[src/rtl/endpoint_ctrl.sv]
// endpoint_ctrl
//   Control/status register block for the chiplet endpoint.
//   - Per-message packet start addresses (pkt_start[i]) into the TX cache.
//   - Queued send mechanism: host writes message ids into a circular FIFO,
//     which the TX FSM drains over a valid/ready handshake.
//   - Sticky error status {crc, overflow, bad id}, RX packet counter and a
//     maskable, registered interrupt.
// Ports:
//   clk, n_rst                    clock, async active-low reset
//   bus_wen/bus_ren/bus_addr/
//   bus_wdata/bus_strobe          host access (write wins when both high,
//                                 strobe ignored)
//   bus_rdata/bus_error           combinational read data / access error
//   bus_request_stall             tied low
//   send_valid/send_id/
//   send_start_addr/send_ready    send queue head handshake to the TX FSM
//   rx_pkt_done, crc_error        single-cycle event pulses from the RX FSM
//   irq                           (sticky & irq_en) != 0, registered
module endpoint_ctrl #(
    parameter int NUM_MSGS     = 4,
    parameter int ADDR_WIDTH   = 9,
    parameter int SEND_Q_DEPTH = 4
) (
    input  logic                        clk,
    input  logic                        n_rst,
    input  logic                        bus_wen,
    input  logic                        bus_ren,
    input  logic [31:0]                 bus_addr,
    input  logic [31:0]                 bus_wdata,
    input  logic [3:0]                  bus_strobe,
    output logic [31:0]                 bus_rdata,
    output logic                        bus_error,
    output logic                        bus_request_stall,
    output logic                        send_valid,
    output logic [$clog2(NUM_MSGS)-1:0] send_id,
    output logic [ADDR_WIDTH-1:0]       send_start_addr,
    input  logic                        send_ready,
    input  logic                        rx_pkt_done,
    input  logic                        crc_error,
    output logic                        irq
);
    localparam int IDW = $clog2(NUM_MSGS);
    localparam int PW  = (SEND_Q_DEPTH > 1) ? $clog2(SEND_Q_DEPTH) : 1;
    localparam int CW  = $clog2(SEND_Q_DEPTH + 1);

    localparam logic [31:0] BAD_DATA  = 32'hBAD1_BAD1;
    localparam logic [31:0] A_SEND    = 32'h0000_1004;
    localparam logic [31:0] A_STATUS  = 32'h0000_1008;
    localparam logic [31:0] A_RXCOUNT = 32'h0000_100C;
    localparam logic [31:0] A_IRQEN   = 32'h0000_1010;

    logic [NUM_MSGS-1:0][ADDR_WIDTH-1:0] pkt_start;
    logic [SEND_Q_DEPTH-1:0][IDW-1:0]    q_mem;
    logic [PW-1:0]                       head, tail;
    logic [CW-1:0]                       count;
    logic [2:0]                          sticky;
    logic [2:0]                          irq_en;
    logic [15:0]                         rx_count;

    // strobe is accepted for bus compatibility only
    logic unused_strobe;
    assign unused_strobe = ^bus_strobe;

    assign bus_request_stall = 1'b0;

    // ---------------- decode ----------------
    logic [31:0]    word_addr;
    logic           wr, rd;
    logic           hit_pkt, hit_send, hit_stat, hit_rxc, hit_irq, hit_any;
    logic [IDW-1:0] pkt_idx;

    assign word_addr = {bus_addr[31:2], 2'b00};
    assign wr        = bus_wen;
    assign rd        = bus_ren & ~bus_wen;
    assign hit_pkt   = (bus_addr[31:IDW+2] == '0);
    assign pkt_idx   = bus_addr[IDW+1:2];
    assign hit_send  = (word_addr == A_SEND);
    assign hit_stat  = (word_addr == A_STATUS);
    assign hit_rxc   = (word_addr == A_RXCOUNT);
    assign hit_irq   = (word_addr == A_IRQEN);
    assign hit_any   = hit_pkt | hit_send | hit_stat | hit_rxc | hit_irq;

    // ---------------- send queue control ----------------
    logic empty, full, pop, push, send_wr, bad_id, ovf;

    assign empty   = (count == '0);
    assign full    = (count == CW'(SEND_Q_DEPTH));
    assign pop     = send_valid & send_ready;
    assign send_wr = wr & hit_send;
    assign bad_id  = send_wr & (bus_wdata >= 32'(NUM_MSGS));
    // a full queue still accepts a push when the head leaves this cycle
    assign ovf     = send_wr & ~bad_id & full & ~pop;
    assign push    = send_wr & ~bad_id & ~ovf;

    assign send_valid      = ~empty;
    assign send_id         = q_mem[head];
    // address is looked up live so a slot rewrite before pop is honoured
    assign send_start_addr = pkt_start[send_id];

    function automatic logic [PW-1:0] ptr_inc(input logic [PW-1:0] p);
        return (p == PW'(SEND_Q_DEPTH - 1)) ? '0 : p + 1'b1;
    endfunction

    // ---------------- read mux / error ----------------
    logic [31:0] status_word;

    always_comb begin
        status_word       = '0;
        status_word[0]    = empty;
        status_word[1]    = full;
        status_word[7:4]  = 4'(count);
        status_word[10:8] = sticky;
    end

    always_comb begin
        bus_rdata = BAD_DATA;
        bus_error = 1'b0;
        if (wr) begin
            if (!hit_any || bad_id || ovf)
                bus_error = 1'b1;
        end else if (rd) begin
            if (hit_pkt)
                bus_rdata = 32'(pkt_start[pkt_idx]);
            else if (hit_stat)
                bus_rdata = status_word;
            else if (hit_rxc)
                bus_rdata = {16'h0, rx_count};
            else if (hit_irq)
                bus_rdata = {29'h0, irq_en};
            else
                bus_error = 1'b1;   // TX_SEND is write-only, or unmapped
        end
    end

    // ---------------- state ----------------
    logic [2:0] sticky_set, sticky_clr;

    assign sticky_set = {crc_error, ovf, bad_id};
    assign sticky_clr = (wr & hit_stat) ? bus_wdata[10:8] : 3'b000;

    always_ff @(posedge clk or negedge n_rst) begin
        if (!n_rst) begin
            pkt_start <= '0;
            q_mem     <= '0;
            head      <= '0;
            tail      <= '0;
            count     <= '0;
            sticky    <= '0;
            irq_en    <= '0;
            rx_count  <= '0;
            irq       <= 1'b0;
        end else begin
            if (wr && hit_pkt)
                pkt_start[pkt_idx] <= {bus_wdata[ADDR_WIDTH-1:2], 2'b00};
            if (wr && hit_irq)
                irq_en <= bus_wdata[2:0];

            if (push) begin
                q_mem[tail] <= bus_wdata[IDW-1:0];
                tail        <= ptr_inc(tail);
            end
            if (pop)
                head <= ptr_inc(head);
            case ({push, pop})
                2'b10:   count <= count + 1'b1;
                2'b01:   count <= count - 1'b1;
                default: count <= count;
            endcase

            // set wins over a same-cycle W1C
            sticky <= (sticky & ~sticky_clr) | sticky_set;

            if (wr && hit_rxc)
                rx_count <= rx_pkt_done ? 16'd1 : 16'd0;
            else if (rx_pkt_done && rx_count != 16'hFFFF)
                rx_count <= rx_count + 16'd1;

            irq <= |(sticky & irq_en);
        end
    end
endmodule

[config.mk]
export PLATFORM = sky130hd
export DESIGN_NAME = endpoint_ctrl
export DESIGN_NICKNAME = d
export VERILOG_FILES = /design/src/rtl/endpoint_ctrl.sv
export SDC_FILE = /design/constraint.sdc
export NUM_CORES = 1
export LEC_CHECK = 0
export BUFFER_PORTS_ARGS = -buffer_cell sky130_fd_sc_hd__buf_2
export CORE_ASPECT_RATIO = 1.2
export CORE_MARGIN = 3
export CORE_UTILIZATION = 50
export CTS_CLUSTER_SIZE = 25
export DETAILED_ROUTE_END_ITERATION = 16
export GPL_ROUTABILITY_DRIVEN = 1
export PLACE_DENSITY_LB_ADDON = 0.15
export SYNTH_ARGS = -nofsm -noshare
export SYNTH_HDL_FRONTEND = slang
export SYNTH_SLANG_ARGS = --single-unit
[constraint.sdc]
create_clock -name clk -period 3.05 [get_ports clk]
set_input_delay 0.305 -clock clk [delete_from_list [all_inputs] [get_ports clk]]
set_output_delay 0.305 -clock clk [all_outputs]
set_load 0.01 [all_outputs]
==> run_results.csv, run 1 <==
group,metric,value,unit
synth,ys_seq_elements,66,
critical_path,critPathTopFamily,"multiplexers",
floorplan,io_pins,122,
timing,maxSlewHeadroom,32.6,%
finish,layout_commonest_cell,"buf_2",
clock_tree,clk_pin_slew,0.07,ns
timing,post-route-period-util,80.9,%
critical_path,path_max_fanout,8,
finish,nets,547,
clock_tree,cts_tree,"done",
finish,fill_cells,664,
floorplan,rows,35,
global_routing,antenna_found_initial,0,
floorplan,fp.dieH,104,um
synth,yosysSeqAreaShare,40.9,%
timing,setup_viol_count_final,0,
drt,dr.pass1.iters,4,
global_routing,grt_overflow_total,0,
finish,seqCellArea,0.00165,mm2
place,placed_cells,546,
clock_tree,cts_buffers,9,
place,place_congestion,0.891,
power_and_ir_drop,ir_drop,0.355,mV
critical_path,setup.worst_path.start_class,"flop",
clock_tree,clock_path_buffers,2,
finish,final_cell_mix,"buf_2, dfrtp_1, nor2_1, mux2_2, nand2_1",
critical_path,crit_slowest_cell,"mux4_2",
power_and_ir_drop,leakagePower,2.32,nW
synth,synthesis.area,0.00404,mm2
critical_path,cp_cell_sequence,"mux4_2 -> mux4_2 -> buf_2",
global_routing,grt_max_degree,44,
synth,yosys_most_used_dff,"dfrtp_1",
clock_tree,cts_hold_buf,0,
synth,netlist_instances,366,
floorplan,die_area,0.00919,mm2
critical_path,critPathMostFrequentCell,"mux4_2",
synth,ys_types,57,
clock_tree,cts_root_buffer,"clkbuf_8",
hold_path,hp-class,"primary input to asynchronous set/reset pin",
critical_path,max_stage_delay,0.71,ns
floorplan,die_x,88.0,um
clock_tree,cts_sinks,66,
timing,fin_crit,2.47,ns
timing,tightestPinTransition,1.01,ns
timing,hold_violations,0,
global_routing,grt_pass1_wl,16300,um
critical_path,crit_arrival,2.16,ns
timing,fin_setup_tns,0,ns
run,drv_cap,0,
finish,final_cells,562,
global_routing,track_usage,23.0,%
drt,drt_wl_total,10100,um
clock_tree,clock_latency,0.34,ns
synth,postSynth.asyncResetShare,100,%
synth,syn_avg_cell_area,11.0,um2
finish,final_area,0.00478,mm2
critical_path,path_buf_inv,1,
place,place_area,0.00456,mm2
power_and_ir_drop,p_total,0.00227,W
critical_path,endpoint_kind,"primary output",
timing,rsz0062_at_grt,"false",
timing,finalMaxSlewViolations,0,
drt,drc,0,
clock_tree,htreeDepth,3,
clock_tree,cts_resized,0,
run_status,run_status,"complete, no violations",
place,place_ws,0.375,ns
critical_path,critPathKind,"flop to primary output",
synth,ys_warn_count,0,
timing,fin_worst_skew,0.00942,ns
drt,wl_per_cell,17.9,um
synth,synth-edff-count,0,
drt,first_iter_violations,202,
finish,drive_above_1_share,41.3,%
timing,fin_ws,0.584,ns
place,port_buffers,105,
finish,syn_to_final_growth,18.4,%
power_and_ir_drop,power.density,474,mW/mm2
finish,multiInputGateArea,0.00216,mm2
floorplan,core_area,0.00775,mm2
critical_path,crit_required,2.74,ns
finish,diodes,0,
floorplan,start_util,52.1,%
drt,num_vias,3149,
drt,postRouteAntennaNets,0,
place,place_hpwl,7460,um
drt,via_per_inst,5.60,
timing,max_freq,405,MHz
global_routing,first_global_vias,3194,
clock_tree,post_cts_buffers,0,
==> synthesized netlist by cell type, types with 8 or more instances <==
master / count / area, um2
mux4_2: 16 / 360
nor2_1: 41 / 154
mux2_4: 14 / 210
nor4_1: 15 / 93.8
mux2_2: 26 / 293
mux2i_1: 9 / 90.1
buf_4: 18 / 135
nand2_1: 25 / 93.8
nand4_1: 10 / 62.6
inv_1: 11 / 41.3
dfrtp_1: 66 / 1650
o21ai_0: 8 / 40.0
==> worst paths after layout <==
| path | from | end | slack (ns) | depth (start not counted) |
|---|---|---|---|---|
| setup / recovery | head[0]$_DFFE_PN0P_ | send_start_addr[2] | 0.58 | 3 |
| hold / removal | n_rst | rx_count[0]$_DFFE_PN0P_ | 0.13 | 1 |
| setup reg to reg | rx_count[3]$_DFFE_PN0P_ | rx_count[6]$_DFFE_PN0P_ | 0.86 | 6 |
| hold reg to reg | q_mem[3]$_DFFE_PN0P_ | q_mem[3]$_DFFE_PN0P_ | 0.51 | 1 |
| max in group asynchronous | n_rst | pkt_start[7]$_DFFE_PN0P_ | 2.13 | 2 |
| min in group clk | crc_error | sticky[2]$_DFF_PN0_ | 0.15 | 2 |
==> routing by layer <==
layer | GRT usage [%] | share of wire [%] | up-vias
met5 | 0 | 0 | -
met3 | 5.78 | 5.1 | 9
met1 | 30.5 | 43 | 1536
li1 | - | - | 1514
met4 | 5.48 | 0.82 | 0
met2 | 37.7 | 51 | 90
==> cell families (layout without fill, tap and decap cells) <==
group | count (synthesis) | in the layout | synth area share, %
XOR/XNOR | 14 | 14 | 3.04
buffers and inverters | 45 | 140 | 6.26
other | 1 | 10 | 0.0929
AND/OR/NAND/NOR | 126 | 126 | 16.3
adder cells (fa/ha/maj) | 7 | 7 | 2.36
multiplexers | 65 | 65 | 23.6
AO/OA/AOI/OAI | 42 | 42 | 7.41
flip-flops | 66 | 66 | 40.9
==> stage by stage <==
stage | utilization, % | hold WS [ns]
2_1_floorplan | - | 0.00941
3_3_place_gp | 58.8 | 0.482
3_5_place_dp | 58.8 | 0.490
4_1_cts | 61.6 | 0.131
5_1_grt | 61.6 | 0.140
6_report | 61.6 | 0.125
==> cell type report <==
cell class / count / share of cell area [%]
clock buffer: 10 / 2.88
clock inverter: 6 / 1.68
inverter: 11 / 0.865
multi-input combinational: 264 / 45.3
sequential: 66 / 34.6
tap: 92 / 2.41
timing repair buffer: 113 / 12.3
==> flip-flops by register name (all words and copies together), names as in the netlist <==
| register | flops |
|---|---|
| pkt_start | 28 |
| rx_count | 16 |
| q_mem | 8 |
| count | 3 |
| irq_en | 3 |
| sticky | 3 |
| head | 2 |
| tail | 2 |
| irq | 1 |
==> worst register-to-register path, stage by stage, from the launching register on <==
cell     delay (ns)
dfrtp_1        0.46
nand4_1        0.22
nor4_2         0.63
a21oi_1        0.36
nand4_1        0.21
xor2_1         0.15
nor2_1         0.05
==> where the power goes <==
group	leakage [nW]	total, W	internal, W	switching (W)
logic	1.32	0.000382	0.000187	0.000195
registers	0.881	0.00107	0.000946	0.000122
clock network	0.116	0.000815	0.000477	0.000339
(Power assumes the default switching activity.)
==> run 2: changes to the inputs <==
--- a/config.mk
+++ b/config.mk
@@ -8,7 +8,7 @@
 export BUFFER_PORTS_ARGS = -buffer_cell sky130_fd_sc_hd__buf_2
 export CORE_ASPECT_RATIO = 1.2
 export CORE_MARGIN = 3
-export CORE_UTILIZATION = 50
+export CORE_UTILIZATION = 47
 export CTS_CLUSTER_SIZE = 25
 export DETAILED_ROUTE_END_ITERATION = 16
 export GPL_ROUTABILITY_DRIVEN = 1
==> constraint.sdc (replaced) <==
create_clock -name clk -period 2.1 [get_ports clk]
set_input_delay 0.21 -clock clk [delete_from_list [all_inputs] [get_ports clk]]
set_output_delay 0.21 -clock clk [all_outputs]
set_load 0.01 [all_outputs]
==> run 2 against run 1 <==
Effect of this change: global-route usage fell by 0.31 points; first-iteration DRC count is 39% lower; clock power rose by 51%; the flow now finishes with violations (setup timing); highest routed layer unchanged; critical path type unchanged.
==> run_results.csv, run 2 (synthesis results as in run 1) <==
group,metric,value,unit
run_status,run_status,"finished with violations",
run_status,violations,"setup timing",
floorplan,rows,36,
clock_tree,cts_root_buffer,"clkbuf_8",
drt,via_per_inst,5.42,
clock_tree,clk_pin_slew,0.07,ns
finish,largestRegisters,"pkt_start: 28 flops, rx_count: 16 flops, q_mem: 8 flops",
finish,drive_above_1_share,50.4,%
finish,largest_register_ffs,28,
critical_path,crit_required,1.89,ns
drt,drt_wl_total,11000,um
place,place_congestion,0.861,
timing,post-route-period-util,109,%
critical_path,setup.worst_path.start_class,"flop",
finish,seqCellArea,0.00165,mm2
finish,diodes,0,
global_routing,use_met2,40.8,%
drt,num_vias,3412,
global_routing,antenna_found_initial,0,
floorplan,fp.dieH,108,um
finish,final_area,0.00545,mm2
critical_path,cp-startpoint,"head[0]$_DFFE_PN0P_",
global_routing,grtUsageMet1,28.1,%
power_and_ir_drop,p_seq_share,42.8,%
power_and_ir_drop,ir_drop,0.410,mV
power_and_ir_drop,switchingPower,0.00105,W
timing,setup_viol_count_final,7,
timing,fin_crit,2.28,ns
timing,fin_ws,-0.180,ns
clock_tree,clock_path_buffers,2,
clock_tree,cts_sinks,66,
timing,holdWs,0.0422,ns
place,placed_cells,607,
critical_path,r2r-start,"count[2]$_DFFE_PN0P_",
critical_path,path_max_fanout,8,
timing,rsz0062_at_grt,"true",
power_and_ir_drop,p_total,0.00350,W
place,port_buffers,105,
clock_tree,cts_buffers,9,
timing,fin_worst_skew,0.00401,ns
clock_tree,htreeDepth,3,
run,drv_cap,0,
finish,syn_to_final_growth,35.1,%
place,place_area,0.00491,mm2
drt,first_iter_violations,124,
finish,multiInputGateArea,0.00233,mm2
floorplan,start_util,49.0,%
floorplan,die_area,0.00974,mm2
finish,final_cells,630,
drt,postRouteAntennaNets,0,
floorplan,io_pins,122,
critical_path,endpoint_kind,"primary output",
global_routing,first_global_vias,3506,
timing,max_freq,439,MHz
timing,hold_violations,0,
global_routing,grt_max_degree,67,
global_routing,use_met3,3.71,%
finish,final_cell_mix,"buf_2, dfrtp_1, buf_4, nor2_1, mux2_2",
hold_path,hp-class,"primary input to flop",
power_and_ir_drop,clkPwrFrac,35.1,%
hold_path,min_from,"crc_error",
finish,layout_commonest_cell,"buf_2",
place,place_hpwl,7980,um
critical_path,critPathKind,"flop to primary output",
global_routing,track_usage,22.7,%
finish,fill_cells,662,
clock_tree,cts_tree,"done",
power_and_ir_drop,power_switching_share,30.0,%
global_routing,grt_overflow_total,0,
finish,largest-register,"pkt_start",
floorplan,die_x,90.6,um
timing,fin_setup_tns,-1.21,ns
critical_path,crit_arrival,2.07,ns
power_and_ir_drop,combPwrFrac,22.1,%
drt,drc,0,
power_and_ir_drop,leakagePower,2.59,nW
finish,nets,593,
power_and_ir_drop,p_int,0.00245,W
global_routing,top_usage_layer,"met2",
timing,finalMaxSlewViolations,0,
global_routing,grt_pass1_wl,17300,um
drt,wl_per_cell,17.4,um
drt,dr.pass1.iters,4,
floorplan,core_area,0.00824,mm2
power_and_ir_drop,power.density,642,mW/mm2
clock_tree,clock_latency,0.34,ns
==> run 2: cell types whose count changed in the layout (fill, tap and decap cells not counted), moves of 3 or more <==
cell | previous run | this run
nor2_1 | 41 | 35
nor2_2 | 0 | 5
nor4_1 | 15 | 7
nor4_4 | 0 | 6
clkinv_2 | 4 | 1
buf_6 | 0 | 18
buf_2 | 105 | 91
buf_4 | 8 | 47
==> run 2: worst max-delay path, stage by stage (launching register included) <==
cell and delay, ns:
dfrtp_1 0.40, mux4_2 0.68, mux4_2 0.50, buf_6 0.14
==> run 2: what timing repair did <==
| action | CTS | global route |
|---|---|---|
| hold buffers | 1 | 0 |
| buffers inserted | 2 | 3 |
| endpoints found under the setup margin | 20 | 33 |
| endpoints found under the hold margin | 66 | 0 |
| cloned | 0 | 1 |
| pin swaps | 2 | 30 |
| gates resized for setup | 9 | 39 |
==> run 2: path summary, 6_finish.rpt <==
check / end / slack, ns / depth (start not counted)
worst max-delay path: send_start_addr[2] / -0.18 / 3
worst min-delay path: sticky[2]$_DFF_PN0_ / 0.04 / 2
worst max register to register: count[1]$_DFFE_PN0P_ / 0.13 / 6
max in group asynchronous: pkt_start[35]$_DFFE_PN0P_ / 1.40 / 3
worst min register to register: q_mem[4]$_DFFE_PN0P_ / 0.51 / 1
min in group asynchronous: rx_count[1]$_DFFE_PN0P_ / 0.40 / 3
==> run 2: power groups by stage <==
stage               combinational (W)  clock, W  sequential, W
floorplan                    0.000395         0        0.00151
global placement             0.000695         0        0.00151
detailed placement           0.000715         0        0.00152
CTS                          0.000725   0.00125        0.00150
global route                 0.000849   0.00130        0.00152
finish                       0.000774   0.00123        0.00150
==> run 2: layout make-up <==
type	instances	area share, %
well taps	114	2.62
clock inverters	6	1.63
flip-flops and latches	66	30.3
repair buffers	159	19.5
inverters	11	0.757
clock buffers	10	2.52
multi-input cells	264	42.7
==> run 2: per-stage QoR <==
stage          utilization, %  setup WS (ns)
2_1_floorplan               -        0.00318
3_3_place_gp             59.6         -0.326
3_5_place_dp             59.6         -0.301
4_1_cts                  63.3         -0.217
5_1_grt                  66.2         -0.258
6_report                 66.2         -0.180
==> run 2: per-layer routing <==
layer	part of all wire [%]	vias to the layer above
li1	-	1609
met1	41	1713
met2	54	75
met3	3.7	15
met4	1.5	0
met5	0	-
